## src/rtl/bcd_bin_32.sv

```systemverilog
// -----------------------------------------------------------------------------
// bcd_bin_32
// Sequential packed-BCD to unsigned binary converter, one digit per clock.
// A conversion is captured on a clock edge where start=1 and the block is idle.
// It then runs for N_DIG edges, using a multiply-by-ten accumulate with the
// most significant digit first. When it finishes, valid pulses for one cycle
// and bin/err are updated.
//
// Ports:
//   clk    in   system clock, rising edge
//   rst_n  in   asynchronous active-low reset
//   start  in   conversion request, sampled only while busy=0
//   bcd    in   packed BCD word, digit 0 (ones) in bits [3:0]
//   busy   out  conversion in progress
//   bin    out  binary result, held until the next valid pulse
//   valid  out  one-cycle pulse when bin/err are updated
//   err    out  last conversion contained a nibble greater than 9
// -----------------------------------------------------------------------------
module bcd_bin_32 #(
    parameter int N_DIG = 9,
    parameter int BIN_W = 32
) (
    input  logic                 clk,
    input  logic                 rst_n,
    input  logic                 start,
    input  logic [4*N_DIG-1:0]   bcd,
    output logic                 busy,
    output logic [BIN_W-1:0]     bin,
    output logic                 valid,
    output logic                 err
);

    localparam int SH_W  = 4 * N_DIG;
    localparam int CNT_W = (N_DIG > 1) ? $clog2(N_DIG) : 1;
    // Counter value of the edge that processes the final (least significant) digit.
    localparam logic [CNT_W-1:0] LAST_CNT = CNT_W'(N_DIG - 1);

    typedef enum logic [0:0] {
        ST_IDLE = 1'b0,
        ST_CONV = 1'b1
    } state_t;

    state_t             state_r, state_s;
    logic [SH_W-1:0]    shreg_r, shreg_s;
    logic [BIN_W-1:0]   acc_r, acc_s;
    logic [CNT_W-1:0]   cnt_r, cnt_s;
    logic               err_sticky_r, err_sticky_s;
    logic [BIN_W-1:0]   bin_r, bin_s;
    logic               err_r, err_s;
    logic               valid_r, valid_s;
    logic               busy_r, busy_s;

    logic [3:0]         digit_s;
    logic               digit_bad_s;
    logic               any_bad_s;
    logic [BIN_W-1:0]   acc_next_s;

    // Next-state and datapath logic for the IDLE/CONV controller.
    always_comb begin
        state_s      = state_r;
        shreg_s      = shreg_r;
        acc_s        = acc_r;
        cnt_s        = cnt_r;
        err_sticky_s = err_sticky_r;
        bin_s        = bin_r;
        err_s        = err_r;
        valid_s      = 1'b0;

        // The digit under conversion is always the top nibble; the register shifts left.
        digit_s     = shreg_r[SH_W-1 -: 4];
        digit_bad_s = (digit_s > 4'd9);
        any_bad_s   = err_sticky_r | digit_bad_s;
        // acc*10 built from two shifts; wraps modulo 2^BIN_W.
        acc_next_s  = (acc_r << 3) + (acc_r << 1) + {{(BIN_W-4){1'b0}}, digit_s};

        case (state_r)
            ST_IDLE: begin
                if (start) begin
                    shreg_s      = bcd;
                    acc_s        = {BIN_W{1'b0}};
                    cnt_s        = {CNT_W{1'b0}};
                    err_sticky_s = 1'b0;
                    state_s      = ST_CONV;
                end else begin
                    state_s      = ST_IDLE;
                end
            end
            ST_CONV: begin
                acc_s        = acc_next_s;
                shreg_s      = shreg_r << 4;
                cnt_s        = cnt_r + CNT_W'(1);
                err_sticky_s = any_bad_s;
                if (cnt_r == LAST_CNT) begin
                    // A bad nibble anywhere forces the published result to zero.
                    bin_s   = any_bad_s ? {BIN_W{1'b0}} : acc_next_s;
                    err_s   = any_bad_s;
                    valid_s = 1'b1;
                    state_s = ST_IDLE;
                end else begin
                    state_s = ST_CONV;
                end
            end
            default: begin
                state_s = ST_IDLE;
            end
        endcase

        busy_s = (state_s == ST_CONV);
    end

    // State, datapath and registered-output flops.
    always_ff @(posedge clk or negedge rst_n) begin
        if (!rst_n) begin
            state_r      <= ST_IDLE;
            shreg_r      <= {SH_W{1'b0}};
            acc_r        <= {BIN_W{1'b0}};
            cnt_r        <= {CNT_W{1'b0}};
            err_sticky_r <= 1'b0;
            bin_r        <= {BIN_W{1'b0}};
            err_r        <= 1'b0;
            valid_r      <= 1'b0;
            busy_r       <= 1'b0;
        end else begin
            state_r      <= state_s;
            shreg_r      <= shreg_s;
            acc_r        <= acc_s;
            cnt_r        <= cnt_s;
            err_sticky_r <= err_sticky_s;
            bin_r        <= bin_s;
            err_r        <= err_s;
            valid_r      <= valid_s;
            busy_r       <= busy_s;
        end
    end

    assign busy  = busy_r;
    assign bin   = bin_r;
    assign valid = valid_r;
    assign err   = err_r;

endmodule

```

## config.mk

```make
export PLATFORM = sky130hd
export DESIGN_NAME = bcd_bin_32
export DESIGN_NICKNAME = d
export VERILOG_FILES = /design/src/rtl/bcd_bin_32.sv
export SDC_FILE = /design/constraint.sdc
export NUM_CORES = 1
export LEC_CHECK = 0
export CORE_ASPECT_RATIO = 1.4
export CORE_MARGIN = 8
export CORE_UTILIZATION = 30
export DETAILED_ROUTE_END_ITERATION = 8
export HOLD_SLACK_MARGIN = 0.08
export PLACE_DENSITY_LB_ADDON = 0.15
export SLEW_MARGIN = 0
export SYNTH_ARGS = -nofsm -noshare
export SYNTH_HDL_FRONTEND = slang
export SYNTH_SLANG_ARGS = --single-unit
```

## constraint.sdc

```tcl
create_clock -name clk -period 3 [get_ports clk]
set_input_delay 0.9 -clock clk [delete_from_list [all_inputs] [get_ports clk]]
set_output_delay 0.9 -clock clk [all_outputs]
set_load 0.1 [all_outputs]
```

Yosys cells after proc, flatten, opt, wreduce, memory -nomap -nowiden
Cells that the tools add are included.
{"block": "op_classes", "n_bitwise": 2, "add_sub_neg": 3, "eq_ne": 2, "magnitude_cmp": 1, "n_mux": 14, "n_reduce_logical": 1}
{"op": "case mux 36 bit (2 select lines)", "count": 1}
{"op": "case mux 31 bit (2 select lines)", "count": 1}
{"op": "two-way mux 36 bit", "count": 1}
{"op": "adder 32 bit", "count": 1}
{"op": "adder 32 x 4 -> 32 bit", "count": 1}
{"op": "two-way mux 32 bit", "count": 1}
{"op": "two-way mux 31 bit", "count": 1}
{"op": "case mux 4 bit (2 select lines)", "count": 1}
{"op": "two-way mux 1 bit", "count": 5}
{"op": "adder 4 x 1 -> 4 bit, second input constant", "count": 1}
{"op": "equality test 4 bit, second input constant", "count": 1}
{"op": "greater-than comparator 4 bit, second input constant", "count": 1}
{"op": "two-way mux 4 bit", "count": 1}
{"op": "case mux 1 bit (2 select lines)", "count": 2}
{"op": "!= test 2 bit, second input constant", "count": 1}
{"op": "AND reduction 2 bit", "count": 1}
{"op": "inverter 1 bit", "count": 1}
{"op": "OR 1 bit", "count": 1}
{"block": "totals", "input_bits": 39, "output_inout_bits": 35, "regBits": 107}

Logic depth before layout (Yosys ltp)
{"block": "depth", "ltp_word": 3, "depth_mapped": 11, "depth_no_buf": 11}

Worst setup path before layout
No wires, ideal clock.
{"block": "synth_path", "path_type": "register to register", "start": "register acc_r[0]", "end": "register bin_r[18], in the netlist bin[18]", "path_buffers": 0, "path_stages_with_launch": 11, "setup_slack_ns": 0.335, "t_required_ns": 2.878, "arrival_time_ns": 2.543, "cell_sequence": "dfrtp_1 -> inv_1 -> fa_1 -> fa_1 -> nand2b_1 -> a21oi_1 -> o21ai_0 -> a21oi_1 -> a311oi_1 -> xnor2_1 -> a22o_1"}
{"block": "synth_via", "elab_chain_len": 3}
{"element": "from (decl)", "line": "45", "rtl": "logic [BIN_W-1:0] acc_r, acc_s;"}
{"element": "from (signal assigned)", "line": "116", "rtl": "acc_r <= {BIN_W{1'b0}};"}
{"element": "from (signal assigned)", "line": "126", "rtl": "acc_r <= acc_s;"}
{"element": "adder 32 bit", "line": "74", "rtl": "acc_next_s = (acc_r << 3) + (acc_r << 1) + {{(BIN_W-4){1'b0}}, digit_s};"}
{"element": "adder 32 x 4 -> 32 bit", "line": "74"}
{"element": "two-way mux 32 bit", "line": "95", "rtl": "bin_s = any_bad_s ? {BIN_W{1'b0}} : acc_next_s;"}
{"element": "to (signal assigned)", "line": "119", "rtl": "bin_r <= {BIN_W{1'b0}};"}
{"element": "to (signal assigned)", "line": "129", "rtl": "bin_r <= bin_s;"}
{"element": "to (decl)", "line": "48", "rtl": "logic [BIN_W-1:0] bin_r, bin_s;"}
No other way between the ends.
A chain may end at the register's enable or synchronous reset.

Worst setup path in the final report
{"block": "layout_path", "start": "register acc_r[21]", "end": "register bin_r[31], in the netlist bin[31]"}
Same word-level chain as after synthesis.

==> metrics <==
largest net degree at the start of global routing=59; Avg Inst Size Synth=10.17 um^2; gr busiest metal=met2; clock skew=13.24 ps; synthesized area=6385 um^2; ys flop type=dfrtp_1; Max Clk Rate=347.5 MHz; FFs w/ async S/R, synth=100.0%; sequential fraction of the synthesis area=41.94%; Commonest cells post-synth=107 x dfrtp_1, 65 x nand2_1, 60 x ha_1; grt total ovfl=0; RD Place Congestion=0.8893; top-count cell post-synth=dfrtp_1; Critical Path RT=3300 ps; CTS clk-pin slew, worst paths=80 ps; Hold Path Class=primary input to asynchronous set/reset pin; Synth area leader=dfrtp_1; total number of vias=5,049; Final nets=798; layout cells sized above 1=13.96%; Fillers=2,074; Post-CTS Hold Buffers=0; Max Slew Vio Count=0; post-synth top area share=41.94%; pre-CTS setup slack=-27.63 ps; Hold Vio Cnt, Final=0; CP max FO=7; Setup CP Type=register to register; Vias/cell=5.248; synth warn=0; placed cell area=7371 um^2; Worst slew margin=63.54%; crit start category=register; status=completed; initial antenna violation count=0; DIE AREA=26,270 um^2; drt total wl=16.92 mm; reg2reg end=bin[31]$_DFFE_PN0P_; postcts setup bufs=0; port buffer count=73; final setup margin=122.0 ps; slowest stage delay, CP=450 ps; Final setup viols=0; CP arrival=3170 ps; Hold WS=483.3 ps; crit end category=register; Netlist cell types=60; Yosys reg bits=107; CP cell instances=ha_1 -> ha_1 -> a21o_1 -> a21o_1 -> a2111oi_1 -> o21ai_0 -> a31oi_1 -> mux2_2 -> nand2_1; final core occ=36.65%; RSZ-0062 raised after global routing=no; die height=188.6 um; initial cell density of the core=30.34%; drt wl/cell=17.59 um; gr usage total=13.01%; Core Footprint=21,050 um^2; first-pass GRT wire length=27.61 mm; Worst R2R Path Depth=9; IO Pins=74; n_diodes=0; TritonRoute pass-1 iters=4; H-tree Lvls=3; CTS Root Cell=clkbuf_16; initial drt markers=208; Final min period=2878 ps; EDFF count, synth=0; reg-to-reg slack, setup=120 ps; Critical-path top delay cell=a2111oi_1; met1 Usage GRT=14.69%; vias in the first global route=5,291; die width=139.3 um; FF-to-FF Start=acc_r[21]$_DFFE_PN0P_; Max Cap Viol=0; post-route ant nets=0; grt met3 use=3.140%; TritonCTS clock tree=built; syn nets=729; Final period util=95.93%; row count=63; detailed placement HPWL=12.58 mm; # clock sinks=107; CP delay by family, top=compound AO/OA/AOI/OAI gates; worst skew pair latency=360 ps; fin area=7714 um^2; Num CTS Buffers=9; Clock Tree Buf Depth=2; post-route DRC violation count=0; synth top area cells=dfrtp_1 42%, ha_1 12%, a22o_1 7.1%; Worst Tran Pin Value=544.0 ps; Mapped Cells=628; met2 Track Usage GR=22.86%; CP bufs+invs=0; Layout area overhead=20.81%
[sequential cells by signal, summed over array words and instances (netlist names)]
| register | cells |
|---|---|
| cnt_r | 4 |
| err | 1 |
| err_sticky_r | 1 |
| shreg_r | 36 |
| valid | 1 |
| acc_r | 31 |
| bin | 32 |
| busy | 1 |
[worst max path at each step]
stage,startpoint,depth (start not counted),endpoint
after global routing,acc_r[2]$_DFFE_PN0P_,11,acc_r[22]$_DFFE_PN0P_
after CTS,acc_r[0]$_DFFE_PN0P_,11,acc_r[18]$_DFFE_PN0P_
after global placement,shreg_r[35]$_DFFE_PN0P_,11,bin[18]$_DFFE_PN0P_
after detailed placement,acc_r[0]$_DFFE_PN0P_,11,acc_r[18]$_DFFE_PN0P_
final,acc_r[21]$_DFFE_PN0P_,9,bin[31]$_DFFE_PN0P_
after floorplan,acc_r[0]$_DFFE_PN0P_,10,bin[18]$_DFFE_PN0P_
[layer usage]
metal  vias to the layer above  part of all wire, %
met5                         -                    0
met4                         0                  3.0
met2                       120                   50
met3                        30                  5.0
met1                      2464                   42
li1                       2435                    -
[worst reg2reg max path: stages (launching register included)]
cell and delay, ps:
dfrtp_1 430, ha_1 310, ha_1 420, a21o_1 220, a21o_1 190, a2111oi_1 450, o21ai_0 150, a31oi_1 230
mux2_2 370, nand2_1 50
[final cells by class]
class | count | area (um^2) | area share (%)
Clock buffer | 9 | 225.2 | 2.920
Clock inverter | 7 | 68.82 | 0.8921
Inverter | 23 | 86.33 | 1.119
Multi-Input combinational cell | 462 | 3498 | 45.35
Sequential cell | 107 | 2679 | 34.73
Tap cell | 260 | 325.3 | 4.217
Timing Repair Buffer | 94 | 830.8 | 10.77
[metrics by stage]
| step | TNS (ps) | std cells |
|---|---|---|
| 6_report | 0 | 962 |
| 3_5_place_dp | -88.15 | 946 |
| 5_1_grt | 0 | 962 |
| 4_1_cts | 0 | 962 |
| 2_1_floorplan | 0 | 628 |
| 3_3_place_gp | 0 | 946 |
[cells by family after synthesis]
family,share of synthesized area [%]
AND/OR/NAND/NOR,9.112
AO/OA/AOI/OAI,22.30
multiplexers,6.134
buffers and inverters,4.154
XOR/XNOR,3.978
adder cells (fa/ha/maj),12.38
flip-flops,41.94
[placed cells by master, fill, tap and decap left out, drive strengths merged, types with 3 or more instances in the layout]
cell type      Yosys  final
nand2             65     65
a211oi             4      4
xnor2             18     18
dfrtp            107    107
clkbuf            29      9
ha                60     60
nor3               5      5
nor2              27     27
o21a               6      6
inv               23     27
clkdlybuf4s50      0     36
nand4              7      7
buf                5     58
nand3              6      6
and3               4      4
nor2b              3      3
o211ai             3      3
o31ai              7      7
a22o              52     52
xor2              11     11
a21oi             35     35
a2111oi            3      3
a21o              11     11
o2111ai            3      3
o21ai             57     57
o21bai             5      5
a31oi              5      5
mux2i             38     38
[timing repair]
action                     CTS  global route
setup endpoints to repair    6            25
pin swaps                    0             7
resized for setup            1            12
Power is not shown: default switching activity piles up to over one toggle a cycle in this logic, so the estimate is an artifact.
